## src/rtl/cr_kme_fifo_rd_serializer.sv

```systemverilog
// Pops one DATA_SIZE word from a FIFO and presents it downstream as NBEATS
// BEAT_SIZE beats, least-significant beat first, with no bubble between words.
module cr_kme_fifo_rd_serializer #(
   parameter int          DATA_SIZE      = 128,
   parameter int          BEAT_SIZE      = 32,
   // Reset value of words_sent; left at zero except to exercise saturation.
   parameter logic [15:0] WORDS_SENT_RST = 16'h0000,
   localparam int         NBEATS         = DATA_SIZE / BEAT_SIZE,
   localparam int         IDX_W          = $clog2(NBEATS)
) (
   input  logic                 clk,
   input  logic                 rst,
   input  logic [DATA_SIZE-1:0] fifo_out,
   input  logic                 fifo_out_valid,
   output logic                 fifo_out_ack,
   input  logic                 clear,
   output logic [BEAT_SIZE-1:0] beat_data,
   output logic                 beat_valid,
   input  logic                 beat_ready,
   output logic                 beat_last,
   output logic [IDX_W-1:0]     beat_idx,
   output logic [15:0]          words_sent
);

   typedef enum logic {
      ST_IDLE = 1'b0,
      ST_SEND = 1'b1
   } state_t;

   // Handshake: a beat transfers on a rising edge where beat_valid and
   // beat_ready are both 1; beat_valid never drops before its beat transfers
   // except on clear or rst, and the beat fields stay stable while stalled.

   state_t               r_state;
   logic [DATA_SIZE-1:0] r_hold;
   logic [IDX_W-1:0]     r_idx;
   logic [15:0]          r_words_sent;

   state_t               w_state_nxt;
   logic [IDX_W-1:0]     w_idx_nxt;
   logic                 w_accept;
   logic                 w_last_accept;
   logic                 w_word_done;

   assign beat_valid = (r_state == ST_SEND);
   assign beat_last  = beat_valid & (r_idx == IDX_W'(NBEATS - 1));
   assign beat_idx   = r_idx;
   assign words_sent = r_words_sent;

   always_comb begin
      beat_data = '0;
      for (int b = 0; b < NBEATS; b++) begin
         if (r_idx == IDX_W'(b)) begin
            beat_data = r_hold[b*BEAT_SIZE +: BEAT_SIZE];
         end
      end
   end

   always_comb begin
      w_state_nxt   = r_state;
      w_idx_nxt     = r_idx;
      w_accept      = beat_valid & beat_ready;
      w_last_accept = w_accept & beat_last;
      w_word_done   = w_last_accept & ~clear;
      // Popping on the last-beat handshake is what makes streaming bubble-free.
      fifo_out_ack  = fifo_out_valid & ~rst & ~clear &
                      ((r_state == ST_IDLE) | w_last_accept);

      if (clear) begin
         w_state_nxt = ST_IDLE;
         w_idx_nxt   = '0;
      end else if (fifo_out_ack) begin
         w_state_nxt = ST_SEND;
         w_idx_nxt   = '0;
      end else if (w_last_accept) begin
         w_state_nxt = ST_IDLE;
         w_idx_nxt   = '0;
      end else if (w_accept) begin
         w_idx_nxt   = r_idx + IDX_W'(1);
      end
   end

   always_ff @(posedge clk) begin
      if (rst) begin
         r_state      <= ST_IDLE;
         r_idx        <= '0;
         r_hold       <= '0;
         r_words_sent <= WORDS_SENT_RST;
      end else begin
         r_state <= w_state_nxt;
         r_idx   <= w_idx_nxt;
         if (fifo_out_ack) begin
            r_hold <= fifo_out;
         end
         if (w_word_done && (r_words_sent != 16'hFFFF)) begin
            r_words_sent <= r_words_sent + 16'd1;
         end
      end
   end

endmodule
```

## config.mk

```make
export PLATFORM = sky130hd
export DESIGN_NAME = cr_kme_fifo_rd_serializer
export DESIGN_NICKNAME = d
export VERILOG_FILES = /design/src/rtl/cr_kme_fifo_rd_serializer.sv
export SDC_FILE = /design/constraint.sdc
export NUM_CORES = 1
export LEC_CHECK = 0
export ABC_CLOCK_PERIOD_IN_PS = 2170
export CORE_MARGIN = 8
export CORE_UTILIZATION = 50
export CTS_BUF_LIST = sky130_fd_sc_hd__clkbuf_8
export DETAILED_ROUTE_END_ITERATION = 8
export PLACE_DENSITY = 0.86
export SYNTH_ARGS = -nofsm -noshare
export SYNTH_HDL_FRONTEND = slang
export SYNTH_SLANG_ARGS = --single-unit
```

## constraint.sdc

```tcl
create_clock -name clk -period 2.17 [get_ports clk]
set_input_delay 0.3255 -clock clk [delete_from_list [all_inputs] [get_ports clk]]
set_output_delay 0.3255 -clock clk [all_outputs]
set_load 0.05 [all_outputs]
```

# == After elaboration in Yosys (flattened, before gate mapping) ==
# Index checks and enable logic that the tools add are counted.
# word_totals
regBits,147
memories,0
latch_bits,0
rom_bits,0
out_inout_bits,53
ramBits,0
# op_classes
bitwise_logic,11
n_div,0
n_mux,6
n_eq_ne,4
shifts,0
add_sub_neg,2
magnitude_cmp,0
reduce_logical,5
multipliers,0
# op_table
operator,count
2-to-1 mux 32 bit,4
"adder 16 x 1 -> 16 bit, second input constant",1
"inequality test 16 bit, second input constant",1
AND 1 bit,7
"equality test 2 bit, second input constant",2
OR reduction 4 bit,1
NOT 1 bit,3
"adder 2 x 1 -> 2 bit, second input constant",1
"equality test 2 x 1 -> 1 bit, second input constant",1
logical NOT 2 bit,1
2-to-1 mux 1 bit,2
nonzero test 2 bit,1
OR reduction 2 bit,1
logical AND 1 bit,1
bitwise OR 1 bit,1

# == Depth between registers and ports, before layout ==
# Gate-level depths: netlist (run 1).
# logic_depth
ltp_word,6
ltp_mapped,8
ltp_nobuf,6

# == Worst setup path after synthesis (run 1) ==
# No wires, ideal clock.
# synth_path
kind,reg2out
startpoint,"reg r_idx[1], in the netlist beat_idx[1]"
endpoint,out beat_data[23]
slack_ps,-906
n_path_buf,2
t_arrival_ps,2751
required_time_ps,1845
stages_incl_launch_ff,9
cell_sequence,dfxtp_1 -> inv_1 -> ha_1 -> clkbuf_1 -> clkbuf_1 -> nand3b_1 -> a21oi_1 -> a21oi_1 -> o21ai_0
# synth_between
elab_chain_len,5
word_cells_on_any_way,8
# synth_rtl
item,line_no,rtl
"start, declared",36,logic [IDX_W-1:0] r_idx;
"start signal, assigned",91,r_idx <= w_idx_nxt;
logical NOT 2 bit,53,if (r_idx == IDX_W'(b)) begin
2-to-1 mux 32 bit (3 in a row),53,
2-to-1 mux 32 bit *,53,
"end, declared",17,"output logic [BEAT_SIZE-1:0] beat_data,"
# Every way passes the cells marked *; elsewhere a longest branch is shown, timed or not.

# == Worst setup path after layout (run 1) ==
# layout_path
startpoint,"reg r_idx[1], in the netlist beat_idx[1]"
endpoint,out beat_data[0]
# The elaborated chain is that of the path after synthesis.

==> results_dict.tcl, run 1 <==
set metrics [dict create \
    synth_cell_types 40 \
    track_usage_pct 25.0 \
    cts.sinks 147 \
    syn_nets 1043 \
    p_leak_nw 3.47 \
    fp.coreArea_um2 13000 \
    grt_pass1_wl_um 33800 \
    p_per_area_nw_per_um2 544 \
    reg2reg_depth 8 \
    finalHoldViolCount 0 \
    overflow 0 \
    vias 6984 \
    start_kind "register" \
    clkPwrFrac_pct 36.3 \
    fin_cells 1266 \
    layout_min_cycle_time_ps 2360 \
    seqPwrFrac_pct 50.3 \
    p_int_w 0.00423 \
    dp.cells 1215 \
    crit_type "register to output port" \
    endpoint_kind "output port" \
    fin_crit_sh_pct 109 \
    mostFrequentLayoutCells "326 x nand2_1, 150 x a21oi_1, 149 x clkdlybuf4s50_1, 145 x dfxtp_1, 52 x a21oi_2" \
    io_buffer_count 185 \
    htreeDepth 4 \
    ioPinCount 186 \
    clk_latency_ps 450 \
    initial_core_util_pct 50.2 \
    drc_errors 0 \
    ant_nets 0 \
    die_h_um 130 \
    clk_root_buffer_cell "clkbuf_8" \
    skew_ps 9.19 \
    antenna_found_initial 0 \
    p_sw_share_pct 24.3 \
    fin_util_pct 78.9 \
    num_rows 42 \
    slew_viol_final 0 \
    postSynthCellCount 905 \
    postSynth.asyncResetShare_pct 0 \
    final_layout_size_suffix_gt1_share_pct 19.8 \
    hold_buffers 0 \
    mostFrequentLayoutCell "nand2_1" \
    synth.cell_area_um2 6540 \
    hpwl_um 13100 \
    syn2layout_area_growth_pct 57.2 \
    switching_power_w 0.00136 \
    totalWireLength_um 22000 \
    synth-main-ff-cell "dfxtp_1" \
    avgViaCountPerCell 5.52 \
    clk_path_buf_depth 2 \
    violations "setup timing" \
    rsz0062_at_grt "yes" \
    clk_pin_slew_ps 80 \
    hold_depth 3 \
    crit_fanout 19 \
    grt_pass1_vias 6808 \
    ys_ff_latch 147 \
    die_x_um 130 \
    grt_max_degree 154 \
    ir_worst_vdd_v 0.000382 \
    syn_avg_cell_area_um2 7.23 \
    worst_slew_pin_slew_ps 688 \
    critPathRequiredTime_ps 1840 \
    die_area_um2 17000 \
    fmax_ghz 0.424 \
    wire_per_inst_um 17.4 \
    routabilityCongestion 0.842 \
    cts_buffers 17 \
    nets 1216 \
    worst_slack_ps -187 \
    pwr-share-comb_pct 13.5 \
    setup_viol 33 \
    cts_tree "done" \
    worst_hold_path_type "input pin to register" \
    drv_cap 0 \
    crit_arrival_ps 2030 \
    yosys_warnings 0 \
    status "complete, but fails checks" \
    relSlewSlack_pct 54.1 \
    antennaDiodeCount 0 \
    drt_pass1_iterations 5 \
    synth_edf_count 0 \
    seq_area_frac_synth_pct 45.0 \
    drt_iter0_markers 646 \
]
-- power groups by stage --
stage	registers (W)	clock network, W	logic, W
floorplan	0.00287	0	0.000314
global placement	0.00287	0	0.000707
detailed placement	0.00287	0	0.000716
CTS	0.00281	0.00205	0.000740
global route	0.00282	0.00218	0.000803
finish	0.00281	0.00203	0.000754
-- sequential cells by signal (all words and copies together) (netlist names) --
signal / count
words_sent: 16
r_hold: 128
beat_valid: 1
beat_idx: 2
-- critical path, cell delays in order (launching register included) --
cell and delay (ps):
dfxtp_4 370, inv_4 50, ha_4 210, buf_12 170, nand3b_1 170, a21oi_2 160
a21oi_2 60, o21ai_2 230, buf_12 170
-- area by class of cell --
type                       instances  area, um^2
multi-input combinational        678        3890
sequential                       147        2950
timing repair buffer             226        2800
fill                             914        2750
clock buffer                      26         358
tap                              176         220
inverter                           8        50.0
clock inverter                     5        22.5
-- cell families after synthesis --
kind of cell	count (synthesis)	share of synthesized area, %
and+or+nand+nor	414	27.9
buffers and inverters	80	5.14
AOI/OAI and AO/OA	253	20.1
DFF	147	45.0
adders and majority gates	5	0.956
xor gates and xnor gates	1	0.134
muxes	5	0.860
-- final timing paths --
check | startpoint | end | slack (ps)
max | beat_idx[1]$_SDFFE_PP0P_ | beat_data[0] | -190
min | rst | beat_valid$_SDFFE_PP0P_ | 190
max reg2reg | beat_idx[1]$_SDFFE_PP0P_ | words_sent[10]$_SDFFE_PP0P_ | 10
min reg2reg | r_hold[121]$_SDFFE_PP0P_ | r_hold[121]$_SDFFE_PP0P_ | 460
-- per-stage QoR --
stage | hold WS, ps | area [um^2] | TNS [ps] | total power, W | setup slack, ps
final | 194 | 10300 | -3440 | 0.00560 | -187
after global routing | 192 | 10300 | -5980 | 0.00580 | -268
after CTS | 167 | 10100 | -4170 | 0.00560 | -157
after detailed placement | 447 | 9340 | -36.4 | 0.00359 | -36.4
after global placement | 441 | 9340 | 0 | 0.00357 | 21.6
after floorplan | 436 | 6900 | 0 | 0.00318 | 26.2
-- routing by layer --
| layer | global-route usage, % | vias up | wire (um) |
|---|---|---|---|
| met5 | 0 | - | 0 |
| met4 | 8.91 | 0 | 381 |
| met3 | 5.80 | 30 | 1520 |
| met2 | 42.1 | 237 | 10900 |
| met1 | 30.6 | 3350 | 9150 |
| li1 | - | 3367 | - |
-- cell usage after synthesis (all sizes together) (3+ instances only) --
library cell,n,area share [%]
nand3b,33,3.8
nand3,8,0.76
nor4,5,0.57
a211oi,4,0.46
dfxtp,147,45
o31ai,4,0.46
nand4,5,0.71
nand2,328,19
or3,3,0.29
or4,5,0.57
mux2,5,0.86
clkbuf,36,2.1
a21oi,202,15
nor3,5,0.38
buf,36,2.6
nor2b,7,0.67
inv,8,0.46
ha,5,0.96
nor2,8,0.46
o21ai,36,2.8
-- timing repair --
action | CTS | global route
setup buffers | 2 | 12
pin swaps | 39 | 27
gates resized for setup | 65 | 14
cloned | 3 | 3
endpoints found under the setup margin | 33 | 35
Power figures use the tool's default switching activity.
==> run 2: changes to the inputs <==
Settings changed: ABC_CLOCK_PERIOD_IN_PS 2170 to unset, SKIP_LAST_GASP set to 1.
Clock period 2.17 ns to 2.27 ns, I/O delays scaled along.
==> results_dict.tcl, run 2 (same netlist as run 1, synthesis figures left out) <==
set metrics [dict create \
    grt_use_met2_pct 42.1 \
    die_x_um 130 \
    grt_pass1_vias 6714 \
    wire_per_inst_um 16.5 \
    crit_arrival_ps 1990 \
    violations "setup timing" \
    finalHoldViolCount 0 \
    ioPinCount 186 \
    r2r_start "beat_idx[0]$_SDFFE_PP0P_" \
    worst_hold_path_type "input pin to register" \
    routabilityCongestion 0.821 \
    endpoint_kind "output port" \
    overflow 0 \
    slew_viol_final 0 \
    num_rows 42 \
    hpwl_um 13700 \
    status "complete, but fails checks" \
    cp-endpoint "beat_data[29]" \
    worst_slew_pin_slew_ps 688 \
    cts_buffers 17 \
    drv_cap 0 \
    cts_tree "done" \
    seqPwrFrac_pct 49.3 \
    antennaDiodeCount 0 \
    slowest_stage "dfxtp_4" \
    fp.coreArea_um2 13000 \
    drt_pass1_iterations 5 \
    drt_iter0_markers 536 \
    p_leak_nw 3.33 \
    fmax_ghz 0.428 \
    crit_path_start "beat_idx[1]$_SDFFE_PP0P_" \
    use_met1_pct 28.9 \
    antenna_found_initial 0 \
    nets 1205 \
    grt_pass1_wl_um 32900 \
    slowest_delay_ps 380 \
    die_area_um2 17000 \
    worst_slack_ps -65.1 \
    cts.sinks 147 \
    largest_reg_flops 128 \
    cp.depth 8 \
    rsz0062_at_grt "yes" \
    p_per_area_nw_per_um2 547 \
    ant_nets 0 \
    crit_type "register to output port" \
    clk_latency_ps 450 \
    htreeDepth 4 \
    setup_viol 24 \
    mostFrequentLayoutCell "nand2_1" \
    crit_fanout 32 \
    critPathRequiredTime_ps 1930 \
    final_layout_size_suffix_gt1_share_pct 17.3 \
    crit_chain "inv_2, ha_4, buf_12, nand3b_1, a21oi_2, a21oi_2, o21ai_4, buf_12" \
    initial_core_util_pct 50.2 \
    grt_util_met3_pct 5.56 \
    mostFrequentLayoutCells "327 x nand2_1, 162 x a21oi_1, 150 x clkdlybuf4s50_1, 145 x dfxtp_1, 42 x buf_12" \
    clk_root_buffer_cell "clkbuf_8" \
    clkPwrFrac_pct 37.9 \
    skew_ps 11.6 \
    die_h_um 130 \
    syn2layout_area_growth_pct 52.3 \
    hold_ws_ps 210 \
    fin_util_pct 76.5 \
    p_int_w 0.00412 \
    fin_crit_sh_pct 103 \
    vias 6782 \
    dp.cells 1221 \
    avgViaCountPerCell 5.40 \
    r2r-end "words_sent[9]$_SDFFE_PP0P_" \
    grt_busiest_layer "met2" \
    ir_worst_vdd_v 0.000448 \
    regMostFlops "r_hold" \
    post-place-ws_ps 0.415 \
    grt_max_degree 154 \
    cp.buffers_inverters 3 \
    hold_buffers 0 \
    clk_path_buf_depth 2 \
    layout_min_cycle_time_ps 2340 \
    relSlewSlack_pct 54.1 \
    fin_cells 1256 \
    totalWireLength_um 20700 \
    track_usage_pct 24.2 \
    drc_errors 0 \
    pwr-share-comb_pct 12.8 \
    cp_top_family "compound AO/OA/AOI/OAI gates" \
    reg2reg_depth 5 \
    start_kind "register" \
    clk_pin_slew_ps 80 \
    io_buffer_count 185 \
    p_sw_share_pct 24.4 \
    r2r_slack_ps 280 \
    switching_power_w 0.00133 \
]
[run 2: cell types whose count changed in the layout (fill, tap and decap cells not counted), moves of 4 or more]
cell	before	now
clkbuf_8	26	18
buf_16	4	0
a21oi_1	150	162
a21oi_2	52	40
buf_12	47	42
[run 2: through the flow]
| stage | power, W | setup TNS [ps] | instance area, um^2 |
|---|---|---|---|
| finish | 0.00545 | -595 | 9960 |
| global route | 0.00565 | -3520 | 9960 |
| floorplan | 0.00304 | 0 | 6900 |
| global placement | 0.00341 | 0 | 9310 |
| detailed placement | 0.00343 | 0 | 9310 |
| CTS | 0.00547 | -1270 | 9940 |
[run 2: metal layers]
layer	part of all wire, %	up-vias
met4	1.4	0
li1	-	3349
met3	6.4	25
met5	0	-
met2	50	205
met1	42	3203
[run 2: worst min-delay path by stage]
stage                            start                       to  slack [ps]  cells past startpoint
2_1_floorplan   r_hold[0]$_SDFFE_PP0P_   r_hold[0]$_SDFFE_PP0P_         440                      2
3_3_place_gp   r_hold[70]$_SDFFE_PP0P_  r_hold[70]$_SDFFE_PP0P_         440                      2
3_5_place_dp   r_hold[28]$_SDFFE_PP0P_  r_hold[28]$_SDFFE_PP0P_         450                      2
4_1_cts                            rst  beat_valid$_SDFFE_PP0P_         190                      3
5_1_grt                            rst  beat_valid$_SDFFE_PP0P_         210                      3
6_report                           rst  beat_valid$_SDFFE_PP0P_         210                      3
[run 2: repair_timing]
item,in CTS,in global routing
pin swaps,18,13
gates cloned,1,0
endpoints found under the setup margin,33,32
setup buffers,2,0
resized for setup,50,7
[run 2: worst min-delay path, cell delays in order]
cell    delay (ps)
buf_4          100
nor2_1          70
o21a_1         100
[run 2: power by group through the flow]
stage          combinational, W  sequential (W)  clock [W]
2_1_floorplan          0.000300         0.00274          0
3_3_place_gp           0.000672         0.00274          0
3_5_place_dp           0.000681         0.00275          0
4_1_cts                0.000696         0.00268    0.00209
5_1_grt                0.000747         0.00269    0.00221
6_report               0.000698         0.00269    0.00206
[run 2: final cells by class]
| class | instances | area (um^2) |
|---|---|---|
| clock buffers | 18 | 248 |
| repair buffers | 215 | 2550 |
| clock inverters | 14 | 146 |
| inverters | 8 | 35.0 |
| fillers | 927 | 3070 |
| multi-input cells | 678 | 3810 |
| flip-flops and latches | 147 | 2950 |
| well taps | 176 | 220 |
==> run 3: changes to the inputs <==
Settings changed: GPL_TIMING_DRIVEN set to 0.
==> results_dict.tcl, run 3 (same netlist as run 1, synthesis figures left out) <==
set metrics [dict create \
    status "complete, but fails checks" \
    violations "setup timing" \
    track_usage_pct 27.5 \
    p_leak_nw 3.42 \
    crit_type "register to output port" \
    antenna_found_initial 0 \
    worst_slack_ps -83.5 \
    overflow 0 \
    crit_fanout 7 \
    grt_max_degree 17 \
    fmax_ghz 0.425 \
    p_per_area_nw_per_um2 569 \
    ioPinCount 186 \
    crit_chain "inv_4, ha_4, clkbuf_4, nand3b_1, a21oi_2, a21oi_2, o21ai_4, buf_8" \
    grt_pass1_wl_um 36300 \
    seq_area_um2 2950 \
    crit_arrival_ps 2010 \
    final_layout_size_suffix_gt1_share_pct 19.1 \
    critPathMostFrequentCell "a21oi_2" \
    endpoint_kind "output port" \
    worst_slew_pin_slew_ps 693 \
    multi_input_area_um2 3820 \
    drt_iter0_markers 727 \
    cp.buffers_inverters 3 \
    die_x_um 130 \
    rsz0062_at_grt "yes" \
    totalWireLength_um 23600 \
    hold_ws_ps 333 \
    ir_worst_vdd_v 0.000628 \
    drt_pass1_iterations 6 \
    skew_ps 8.95 \
    start_kind "register" \
    cts_tree "done" \
    vias 7280 \
    slowest_delay_ps 380 \
    fp.coreArea_um2 13000 \
    grt_pass1_vias 7142 \
    post-place-ws_ps -940 \
    fin_crit_sh_pct 104 \
    avgViaCountPerCell 5.60 \
    relSlewSlack_pct 53.8 \
    hold_buffers 0 \
    cts_buffers 17 \
    hpwl_um 16500 \
    die_area_um2 17000 \
    cp_top_family "compound AO/OA/AOI/OAI gates" \
    num_rows 42 \
    finalHoldViolCount 0 \
    clk_root_buffer_cell "clkbuf_8" \
    io_buffer_count 184 \
    regMostFlops "r_hold" \
    mostFrequentLayoutCell "nand2_1" \
    syn2layout_area_growth_pct 50.8 \
    dp.cells 1265 \
    clk_path_buf_depth 2 \
    worst_hold_path_type "input pin to register" \
    clk_latency_ps 460 \
    critPathRequiredTime_ps 1930 \
    drv_cap 0 \
    setup_viol 30 \
    nets 1248 \
    cts.sinks 147 \
    ant_nets 0 \
    wire_per_inst_um 18.2 \
    fin_cells 1299 \
    slew_viol_final 0 \
    mostFrequentLayoutCells "324 x nand2_1, 166 x a21oi_1, 150 x clkdlybuf4s50_1, 145 x dfxtp_1, 36 x a21oi_2" \
    nFillCells 1009 \
    slowest_stage "dfxtp_4" \
    layout_min_cycle_time_ps 2350 \
    clk_pin_slew_ps 80 \
    antennaDiodeCount 0 \
    routabilityCongestion 0.902 \
    htreeDepth 4 \
    largest_reg_flops 128 \
    initial_core_util_pct 50.2 \
    drc_errors 0 \
    die_h_um 130 \
]
run 3: per-stage QoR:
step	power (W)	cell area (um^2)	util, %	TNS, ps
2_1_floorplan	0.00304	6900	-	0
4_1_cts	0.00560	9770	75.0	-1640
3_5_place_dp	0.00340	8960	68.8	-56730
6_report	0.00561	9870	75.7	-1060
5_1_grt	0.00580	9870	75.7	-3940
3_3_place_gp	0.00339	8960	68.8	-48440
run 3: power breakdown:
group	internal, W	total, W	switching [W]
logic	0.000352	0.000698	0.000346
registers	0.00265	0.00269	0.0000405
clock network	0.00123	0.00223	0.000992
total	0.00423	0.00561	0.00138
run 3: what timing repair did:
item	4_1_cts	5_1_grt
endpoints found under the setup margin	146	128
setup buffers	2	2
gates cloned	2	0
pin swaps	18	22
resized for setup	328	38
run 3: worst paths after layout:
path              cells after the start  slack [ps]                     start                         end
hold reg to reg                       2         460   r_hold[37]$_SDFFE_PP0P_     r_hold[37]$_SDFFE_PP0P_
setup reg to reg                      9         110  beat_idx[1]$_SDFFE_PP0P_     r_hold[63]$_SDFFE_PP0P_
setup / recovery                      8         -80  beat_idx[1]$_SDFFE_PP0P_               beat_data[22]
hold / removal                        3         330                       rst  words_sent[9]$_SDFFE_PP0P_
run 3: area by class of cell:
type | instances | share of cell area [%]
Timing Repair Buffer | 190 | 20.1
Sequential cell | 147 | 29.9
Multi-Input combinational cell | 678 | 38.7
Buffer | 68 | 4.40
Tap cell | 176 | 2.23
Clock inverter | 13 | 1.67
Inverter | 8 | 0.380
Clock buffer | 19 | 2.65
run 3: per-layer routing:
layer  vias up  track usage, %  share of wire (%)
met5         -               0                  0
met4         0            8.58                1.9
met3        38            7.55                8.0
met2       342            46.7                 49
met1      3460            33.3                 41
li1       3440               -                  -
run 3: worst reg2reg max path, delay by kind of cell, from the launching register on:
| family | cells | cell delay [ps] |
|---|---|---|
| simple gates | 2 | 390 |
| flops | 1 | 380 |
| fa+ha+maj | 1 | 170 |
| compound gates | 2 | 210 |
| buf+inv | 4 | 950 |
